**config.mk**
```make
export PLATFORM = sky130hd
export DESIGN_NAME = shift_reg_n
export DESIGN_NICKNAME = d
export VERILOG_FILES = /design/src/rtl/shift_reg_n.sv
export SDC_FILE = /design/constraint.sdc
export NUM_CORES = 1
export LEC_CHECK = 0
export CELL_PAD_IN_SITES_DETAIL_PLACEMENT = 0
export CELL_PAD_IN_SITES_GLOBAL_PLACEMENT = 1
export CORE_ASPECT_RATIO = 0.75
export CORE_MARGIN = 2
export CORE_UTILIZATION = 32
export CTS_CLUSTER_SIZE = 14
export DETAILED_ROUTE_END_ITERATION = 12
export PLACE_DENSITY = 0.85
export SYNTH_ARGS = -nofsm -noshare
export SYNTH_HDL_FRONTEND = slang
export SYNTH_SLANG_ARGS = --single-unit
```
**constraint.sdc**
```tcl
create_clock -name Clk -period 1.6 [get_ports Clk]
set_input_delay 0.32 -clock Clk [delete_from_list [all_inputs] [get_ports Clk]]
set_output_delay 0.32 -clock Clk [all_outputs]
set_load 0.03 [all_outputs]
```
**src/rtl/shift_reg_n.sv**
```systemverilog
// rtl/shift_reg_n.sv - WIDTH-bit load/shift/rotate register with autonomous burst shifter
// Busy/Done are pure decodes of the registered FSM state.
module shift_reg_n #(
  parameter  int WIDTH = 16,
  localparam int CNT_W = $clog2(WIDTH + 1)
) (
  input  logic             Clk,
  input  logic             Reset,
  input  logic             Load,
  input  logic [WIDTH-1:0] D,
  input  logic             Shift_En,
  input  logic             Dir,
  input  logic             Rotate,
  input  logic             Shift_In,
  input  logic             Start,
  input  logic [CNT_W-1:0] Count,
  output logic [WIDTH-1:0] Data_Out,
  output logic             Shift_Out,
  output logic             Busy,
  output logic             Done
);

  typedef enum logic [1:0] {IDLE, BUSY, DONE} state_t;

  state_t           state;
  logic [CNT_W-1:0] remaining;
  logic             dir_q;
  logic             rot_q;
  logic [CNT_W-1:0] count_clamped;
  logic             eff_dir;

  function automatic logic [WIDTH-1:0] shift_once(input logic [WIDTH-1:0] v,
                                                  input logic left,
                                                  input logic rot,
                                                  input logic sin);
    logic fill;
    if (left) begin
      fill = rot ? v[WIDTH-1] : sin;
      return {v[WIDTH-2:0], fill};
    end else begin
      fill = rot ? v[0] : sin;
      return {fill, v[WIDTH-1:1]};
    end
  endfunction

  assign count_clamped = (Count > CNT_W'(WIDTH)) ? CNT_W'(WIDTH) : Count;

  // During a burst the latched direction decides which end ejects next.
  assign eff_dir   = (state == BUSY) ? dir_q : Dir;
  assign Shift_Out = eff_dir ? Data_Out[WIDTH-1] : Data_Out[0];
  assign Busy      = (state == BUSY);
  assign Done      = (state == DONE);

  always_ff @(posedge Clk or posedge Reset) begin
    if (Reset) begin
      Data_Out  <= '0;
      state     <= IDLE;
      remaining <= '0;
      dir_q     <= 1'b0;
      rot_q     <= 1'b0;
    end else if (Load) begin
      // Load wins everywhere and silently aborts any burst.
      Data_Out <= D;
      state    <= IDLE;
    end else begin
      case (state)
        BUSY: begin
          Data_Out  <= shift_once(Data_Out, dir_q, rot_q, Shift_In);
          remaining <= remaining - CNT_W'(1);
          if (remaining == CNT_W'(1)) state <= DONE;
        end
        IDLE: begin
          if (Start) begin
            if (count_clamped == '0) begin
              state <= DONE;
            end else begin
              dir_q     <= Dir;
              rot_q     <= Rotate;
              remaining <= count_clamped;
              state     <= BUSY;
            end
          end else if (Shift_En) begin
            Data_Out <= shift_once(Data_Out, Dir, Rotate, Shift_In);
          end
        end
        DONE: begin
          state <= IDLE;
          if (Shift_En) Data_Out <= shift_once(Data_Out, Dir, Rotate, Shift_In);
        end
        default: state <= IDLE;
      endcase
    end
  end

endmodule

```
Word-level counts from Yosys, hierarchy flattened
Index checks and enable logic that the tools add are counted.
W data, S select, Z words.
Word-level totals
  output and inout bits: 19
  register bits after elaboration: 25
Operators by class
  mux-type cells: 21
  eq/ne operators: 8
  add/subtract/negate cells: 1
  bitwise operators: 2
  reduce and logical (&&, ||, !) cells: 8
  magnitude comparators: 1
Operators with widths (number)
  $mux W16: 5
  $pmux W16 S3: 1
  $mux W5: 3
  $pmux W5 S2: 1
  $mux W2: 4
  $reduce_and A4 Y1: 2
  $mux W1: 6
  $ne A3 B3 Y1 const B: 2
  $eq A5 B1 Y1 const B: 1
  $gt A5 B5 Y1 const B: 1
  $logic_not A5 Y1: 1
  $sub A5 B1 Y5 const B: 1
  $ne A2 B2 Y1 const B: 2
  $pmux W2 S2: 1
  $reduce_and A2 Y1: 2
  $reduce_bool A4 Y1: 1
  $ne A3 B2 Y1 const B: 1
  $eq A2 B1 Y1 const B: 1
  $eq A2 B2 Y1 const B: 1
  $logic_not A2 Y1: 1
  $not A1 Y1: 2
  $reduce_bool A2 Y1: 1

Longest topological paths before layout
Gate-level depths: netlist of the first run.
  depth in word-level cells: 7
  gate-level depth with buffers: 7

Least setup slack after synthesis of the first run
OpenSTA, ideal clock, no wires.
  kind: reg-to-reg
  start point: register state[0]
  end point: register Data_Out[3]
  setup slack: -0.286 ns
  stages on the path, launching flop included: 6
  arrival: 1.758 ns
  required time: 1.472 ns
  path through: dfrtp_1 or2b_1 inv_1 a311oi_4 buf_6 mux2_1
On the way
  word-level cells in the longest chain between the ends: 3
Ends and longest elaborated chain
  start, declared: RTL line 25  | state_t state;
  start signal, assigned: RTL line 57  | state <= IDLE;
  start signal, assigned: RTL line 64  | state <= IDLE;
  start signal, assigned: RTL line 70  | if (remaining == CNT_W'(1)) state <= DONE;
  $eq A2 B1 Y1 (*)
  net Busy: RTL line 19  | output logic Busy,
  $pmux W16 S3 / $reduce_bool A4 Y1 (equally long branches)
  $mux W16 / $reduce_and A2 Y1 (equally long branches)
  end signal, assigned: RTL line 68  | Data_Out <= shift_once(Data_Out, dir_q, rot_q, Shift_In);
  end signal, assigned: RTL line 83  | Data_Out <= shift_once(Data_Out, Dir, Rotate, Shift_In);
  end signal, assigned: RTL line 88  | if (Shift_En) Data_Out <= shift_once(Data_Out, Dir, Rotate, Shift_In);
  end, declared: RTL line 17  | output logic [WIDTH-1:0] Data_Out,
The timed path passes the listed nets; every way through them passes the cells marked *.
A chain may end at the register's enable or synchronous reset.

Final worst setup path of the first run
  start point: register state[1]
  end point: output Shift_Out
On the way
  word-level cells in the longest chain between the ends: 3
Ends and longest elaborated chain
  $eq A2 B1 Y1: RTL line 49  | assign eff_dir = (state == BUSY) ? dir_q : Dir;
  $mux W1: RTL line 49
  $mux W1: RTL line 50  | assign Shift_Out = eff_dir ? Data_Out[WIDTH-1] : Data_Out[0];
  end, declared: RTL line 18  | output logic Shift_Out,
Every way passes these cells.

==> metrics.txt, run 1 <==
outcome finished with violations; violations in the final reports setup timing; total routing usage reported by global routing 18.1%; net switching power figure 1310 uW; die boundary height 66.0 microns; Critical Path End Type output pin; number of enable-type register cells in the synthesized netlist 0; clk_lat worst skew 0.27 ns; clock transition at the register clock pins on the worst setup and hold paths after CTS 0.09 ns; post-synthesis instance total 172; placement row count 22; I/O pin total 48; share of layout cells above drive strength 1 33.9%; DRC violation count after routing 0; PwrDens 1170 mW/mm^2; post-route ant nets 0; sequential cell area fraction in the yosys report 38.2%; final instance area 0.00278 sq mm; Die Outline Area 0.00572 sq mm; final hold vios 0; reg2reg path depth 7; Min Clock Period, post-route 1.89 ns; most common library cell in the layout ignoring fill and taps sky130_fd_sc_hd__buf_4; wire length of the first global-routing pass 8040 microns; First-pass DRT Iterations 4; switching share of total power 40.4%; per-instance average area after synthesis 9.53 sq um; most frequently used flop master after synthesis sky130_fd_sc_hd__dfrtp_1; type of origin of the critical path flop; antenna violations before repair 0; CP required 1.28 ns; clk_skew 0.00407 ns; CTS tree built; largest fanout on the critical path 2; Post-Synthesis Net Count 203; clock network fraction of design power 11.9%; last weighted congestion value of the routability-driven placer 0.821; Placeable Area 0.00493 sq mm; area of placed instances 0.00241 sq mm; highest clock frequency the design can meet 528 MHz; Worst Tran Pin Value 0.343 ns; Area contributors post-synth sky130_fd_sc_hd__dfrtp_1 38%, sky130_fd_sc_hd__mux2i_1 12%, sky130_fd_sc_hd__mux2_2 7.6%, sky130_fd_sc_hd__o21ai_0 6.1%, sky130_fd_sc_hd__nand2_1 4.6%; worst-case vdd ir drop 0.505 mV; ant diodes 0; max cap viols 0; initial core utilization 33.3%; R2R Path End Data_Out[2]; flop and latch count out of synthesis 25; worst hold slack after final layout 0.400 ns; headroom to the max-slew limit 77.1%; Tightest Hold Check Type in2async; commonest non-fill, non-tap cells in the layout 26 x sky130_fd_sc_hd__buf_4, 25 x sky130_fd_sc_hd__dfrtp_1, 24 x sky130_fd_sc_hd__clkdlybuf4s50_1, 19 x sky130_fd_sc_hd__nand2_1, 19 x sky130_fd_sc_hd__dlygate4sd2_1; setup repair after global routing missed its margin true; H-tree depth reported by CTS 1; clock buffer depth 2; combinational share of power 56.7%; TritonCTS Buffers 3; DP HPWL 3290 microns; IO Port Bufs 47; DRC violation total after the first TritonRoute iteration 81; FFs w/ async S/R, synth 100%; routed via count 1,634; period utilization 118%; Synth cell types 39; area added between synthesis and finish 69.4%; cell taking the most area after synthesis sky130_fd_sc_hd__dfrtp_1; Worst Setup Path Type reg2out; via count of the first global-routing pass 1,669; Yosys warnings 0; launch point of the worst reg-to-reg path state[0]; final number of setup-violating endpoints 19; worst setup slack for register-to-register paths -0.18 ns; static leakage 0.00130 uW; leftover overflow at the end of global routing 0; hold buffer count at CTS 0; combined area of all synthesized cells 0.00164 sq mm; post-layout net count 289; largest net degree at the start of global routing 28; number of vias per cell after detailed routing 5.15; mean routed wirelength per cell 16.5 microns; top cell type's share of synthesized area 38.2%; Horiz. Die Dim 86.6 microns; total number of clock tree sinks 25; internal cell power 1930 uW; number of max-slew violations in the final report 0; drt total wl 5240 microns; data arrival time of the critical path 1.57 ns; part of the total power dissipated in sequential elements 31.3%; smallest setup slack after layout -0.295 ns; clock root cell sky130_fd_sc_hd__clkbuf_8
cell usage after synthesis (2+ instances only):
cell type	n
sky130_fd_sc_hd__inv_1	7
sky130_fd_sc_hd__a22oi_1	2
sky130_fd_sc_hd__o21ai_0	20
sky130_fd_sc_hd__a221oi_1	2
sky130_fd_sc_hd__nor2_1	8
sky130_fd_sc_hd__a31oi_1	2
sky130_fd_sc_hd__mux2_2	11
sky130_fd_sc_hd__clkbuf_1	5
sky130_fd_sc_hd__buf_2	2
sky130_fd_sc_hd__nand2b_1	2
sky130_fd_sc_hd__o31ai_1	2
sky130_fd_sc_hd__mux2_1	6
sky130_fd_sc_hd__a211oi_1	2
sky130_fd_sc_hd__mux2i_1	19
sky130_fd_sc_hd__a21oi_1	5
sky130_fd_sc_hd__o221ai_1	2
sky130_fd_sc_hd__dfrtp_1	25
sky130_fd_sc_hd__nor3_1	5
sky130_fd_sc_hd__nor2b_1	5
sky130_fd_sc_hd__ha_1	2
sky130_fd_sc_hd__nand2_1	20
state kept, by name, summed over array words and instances (netlist names):
| name | flops |
|---|---|
| dir_q | 1 |
| remaining | 5 |
| rot_q | 1 |
| state | 2 |
| Data_Out | 16 |
routing by layer:
metal	vias to the layer above	part of all wire, %	wire (microns)	GRT usage, %
li1	788	-	-	-
met1	802	47	2480	24.7
met2	42	49	2550	28.8
met3	2	3.8	200	4.24
met4	0	0.31	16	4.88
met5	-	0	0	0
critical path: stages, from the launching register on:
cell                      delay (ns)
sky130_fd_sc_hd__dfrtp_1        0.39
sky130_fd_sc_hd__or2b_1         0.25
sky130_fd_sc_hd__mux2i_1        0.20
sky130_fd_sc_hd__mux2_4         0.33
sky130_fd_sc_hd__buf_6          0.14
power by group through the flow:
stage | registers, uW | clock network, uW | logic (uW)
after CTS | 995 | 399 | 1710
after global placement | 1000 | 0 | 1570
final | 1020 | 386 | 1840
after detailed placement | 1010 | 0 | 1600
after global routing | 1040 | 419 | 1980
after floorplan | 1220 | 0 | 698
per-stage QoR:
stage | power (uW) | TNS, ns | setup WS (ns) | util [%] | instances
4_1_cts | 3110 | -2.61 | -0.304 | 53.7 | 313
3_3_place_gp | 2570 | -8.76 | -0.586 | 48.9 | 298
3_5_place_dp | 2600 | -9.16 | -0.574 | 48.9 | 298
6_report | 3240 | -2.36 | -0.295 | 56.3 | 317
2_1_floorplan | 1920 | -1.12 | -0.152 | - | 172
5_1_grt | 3440 | -3.63 | -0.352 | 56.3 | 317
how the worst max path moves through the flow:
| stage | depth (start not counted) | startpoint | end | slack (ns) |
|---|---|---|---|---|
| 4_1_cts | 4 | state[1] | Shift_Out | -0.30 |
| 3_5_place_dp | 4 | Dir | Shift_Out | -0.57 |
| 3_3_place_gp | 4 | Dir | Shift_Out | -0.59 |
| 2_1_floorplan | 5 | state[0] | Data_Out[3] | -0.15 |
| 5_1_grt | 4 | state[1] | Shift_Out | -0.35 |
| 6_report | 4 | state[1] | Shift_Out | -0.29 |
kinds of logic (layout without fill, tap and decap cells):
kind of cell / count (synthesis) / in the layout / share of synthesized area, %
muxes: 37 / 37 / 24.1
buffers and inverters: 17 / 102 / 4.73
adders and majority gates: 2 / 2 / 1.53
DFF: 25 / 25 / 38.2
and+or+nand+nor: 49 / 49 / 14.7
AOI/OAI and AO/OA: 42 / 42 / 16.7
area by class of cell:
type                    count  area [sq um]
clock buffers               3          41.3
clock inverters             1          5.00
fillers                   430          2150
inverters                   8          32.5
multi-input cells         130          1100
flip-flops and latches     25           626
well taps                  60          75.1
repair buffers             90           901
repair_timing:
item                                    4_1_cts  5_1_grt
buffers inserted                              9        6
endpoints found under the setup margin       40       26
resized for setup                            53       43
pin swaps                                     6       10
gates cloned                                  2        1
(Power assumes the default switching activity.)
==> inputs of run 2 (changes only) <==
--- a/config.mk
+++ b/config.mk
@@ -9,10 +9,10 @@
 export CELL_PAD_IN_SITES_GLOBAL_PLACEMENT = 1
 export CORE_ASPECT_RATIO = 0.75
 export CORE_MARGIN = 2
-export CORE_UTILIZATION = 32
+export CORE_UTILIZATION = 25
 export CTS_CLUSTER_SIZE = 14
 export DETAILED_ROUTE_END_ITERATION = 12
-export PLACE_DENSITY = 0.85
+export PLACE_DENSITY = 0.71
 export SYNTH_ARGS = -nofsm -noshare
 export SYNTH_HDL_FRONTEND = slang
 export SYNTH_SLANG_ARGS = --single-unit
==> run 2 against run 1 <==
Critical path type unchanged; the flow still finishes with violations (setup timing); count of clock-buffer cells in the layout up 1; die area up 26%; critical endpoint unchanged; register-to-register slack worse by 0.03 ns.
==> metrics.txt, run 2 (synthesis gave the netlist of run 1 again) <==
internal cell power 1950 uW; outcome finished with violations; Critical Path End Type output pin; worst-case vdd ir drop 0.525 mV; Cell Chain, Critical Path or2b_1, mux2i_1, mux2_4, buf_6; routed via count 1,604; via count of the first global-routing pass 1,466; number of cells in the design after placement 324; Buf+Inv Stages, Crit Path 1; largest net degree at the start of global routing 35; initial core utilization 25.9%; static leakage 0.00131 uW; last weighted congestion value of the routability-driven placer 0.835; violations in the final reports setup timing; DP HPWL 3480 microns; CP required 1.28 ns; setup repair after global routing missed its margin true; max cap viols 0; Die Outline Area 0.00723 sq mm; clock network fraction of design power 12.0%; leftover overflow at the end of global routing 0; clk_skew 0.00309 ns; power after layout 3240 uW; delay of the slowest cell on the worst path 0.39 ns; placement row count 25; cell with the largest stage delay on the worst path sky130_fd_sc_hd__dfrtp_1; clock buffer depth 2; DRC violation total after the first TritonRoute iteration 55; Worst Setup Path Type reg2out; headroom to the max-slew limit 74.9%; clock transition at the register clock pins on the worst setup and hold paths after CTS 0.09 ns; period utilization 120%; drt total wl 5010 microns; DRC violation count after routing 0; register containing the most flip-flops in the final layout Data_Out; die boundary height 74.1 microns; commonest non-fill, non-tap cells in the layout 33 x sky130_fd_sc_hd__buf_4, 25 x sky130_fd_sc_hd__dfrtp_1, 24 x sky130_fd_sc_hd__clkdlybuf4s50_1, 20 x sky130_fd_sc_hd__dlygate4sd2_1; area of placed instances 0.00244 sq mm; First-pass DRT Iterations 4; number of max-slew violations in the final report 0; IO Port Bufs 47; final number of setup-violating endpoints 22; highest clock frequency the design can meet 519 MHz; smallest setup slack after layout -0.326 ns; Min Clock Period, post-route 1.93 ns; ant diodes 0; most common library cell in the layout ignoring fill and taps sky130_fd_sc_hd__buf_4; Horiz. Die Dim 97.5 microns; clock root cell sky130_fd_sc_hd__clkbuf_8; Largest regs Data_Out x16, remaining x5, state x2; PwrDens 1150 mW/mm^2; post-layout net count 293; Placeable Area 0.00632 sq mm; CTS tree built; wire length of the first global-routing pass 7440 microns; Worst Tran Pin Value 0.376 ns; share of layout cells above drive strength 1 36.4%; mean routed wirelength per cell 14.7 microns; TritonCTS Buffers 3; total number of clock tree sinks 25; number of vias per cell after detailed routing 4.69; type of origin of the critical path flop; net switching power figure 1290 uW; final hold vios 0; post-route ant nets 0; switching share of total power 39.9%; Post-Layout Cell Count 342; clk_lat worst skew 0.27 ns; H-tree depth reported by CTS 1; antenna violations before repair 0; Tightest Hold Check Type in2async; final instance area 0.00282 sq mm; data arrival time of the critical path 1.61 ns; number of flip-flops under the largest register name 16; total routing usage reported by global routing 12.9%; area added between synthesis and finish 71.9%; largest fanout on the critical path 2; I/O pin total 48; hold buffer count at CTS 0; CP top delay family multiplexers; combinational share of power 57.0%; part of the total power dissipated in sequential elements 31.0%
[run 2: power by group through the flow]
| stage | combinational [uW] | sequential [uW] | clock, uW |
|---|---|---|---|
| 2_1_floorplan | 698 | 1220 | 0 |
| 3_3_place_gp | 1620 | 1000 | 0 |
| 3_5_place_dp | 1630 | 1010 | 0 |
| 4_1_cts | 1620 | 994 | 412 |
| 5_1_grt | 1970 | 1030 | 432 |
| 6_report | 1850 | 1000 | 388 |
[run 2: per-stage QoR]
stage	hold slack [ns]	worst slack (ns)	TNS, ns	utilization, %
3_5_place_dp	0.554	-0.432	-8.41	38.7
4_1_cts	0.413	-0.363	-3.47	40.4
3_3_place_gp	0.549	-0.407	-7.94	38.7
2_1_floorplan	0.347	-0.152	-1.12	-
5_1_grt	0.431	-0.386	-5.33	44.6
6_report	0.400	-0.326	-3.77	44.6
[run 2: tightest hold or removal path, cell delays in order]
cell	delay, ns
sky130_fd_sc_hd__clkdlybuf4s50_1	0.40
sky130_fd_sc_hd__inv_1	0.05
sky130_fd_sc_hd__buf_4	0.32
[run 2: cell type report]
class                      count  area [sq um]
tap                           81           101
sequential                    25           626
inverter                       8          32.5
multi-input combinational    130          1120
timing repair buffer          94           895
clock buffer                   4          45.0
fill                         609          3500
[run 2: final timing paths]
kind	start	endpoint	slack (ns)	cells past startpoint
worst max-delay path	state[1]	Shift_Out	-0.33	4
worst min-delay path	Reset	remaining[0]	0.40	3
worst max register to register	state[1]	Data_Out[6]	-0.21	7
worst min register to register	remaining[0]	remaining[0]	0.57	2
max in group asynchronous	Reset	Data_Out[1]	0.93	3
min in group Clk	Count[3]	remaining[3]	0.54	3
[run 2: repair_timing]
item / in CTS / in global routing
setup buffers: 4 / 9
endpoints found under the setup margin: 39 / 23
pin swaps: 6 / 11
gates cloned: 0 / 1
hold endpoints to repair: 0 / 0
resized for setup: 36 / 40
[run 2: routing by layer]
layer | GRT usage [%] | wire (microns) | vias to the layer above
met5 | 0 | 0 | -
met4 | 2.31 | 35 | 0
met3 | 3.20 | 188 | 2
met2 | 18.5 | 2150 | 37
met1 | 19.8 | 2640 | 770
li1 | - | - | 795
==> inputs of run 3 (changes only) <==
--- a/config.mk
+++ b/config.mk
@@ -9,10 +9,10 @@
 export CELL_PAD_IN_SITES_GLOBAL_PLACEMENT = 1
 export CORE_ASPECT_RATIO = 0.75
 export CORE_MARGIN = 2
-export CORE_UTILIZATION = 25
+export CORE_UTILIZATION = 32
 export CTS_CLUSTER_SIZE = 14
 export DETAILED_ROUTE_END_ITERATION = 12
-export PLACE_DENSITY = 0.71
+export PLACE_DENSITY = 0.85
 export SYNTH_ARGS = -nofsm -noshare
 export SYNTH_HDL_FRONTEND = slang
 export SYNTH_SLANG_ARGS = --single-unit
==> results of run 3 <==
No change in the layout: final DEF, timing and power equal those of run 1.
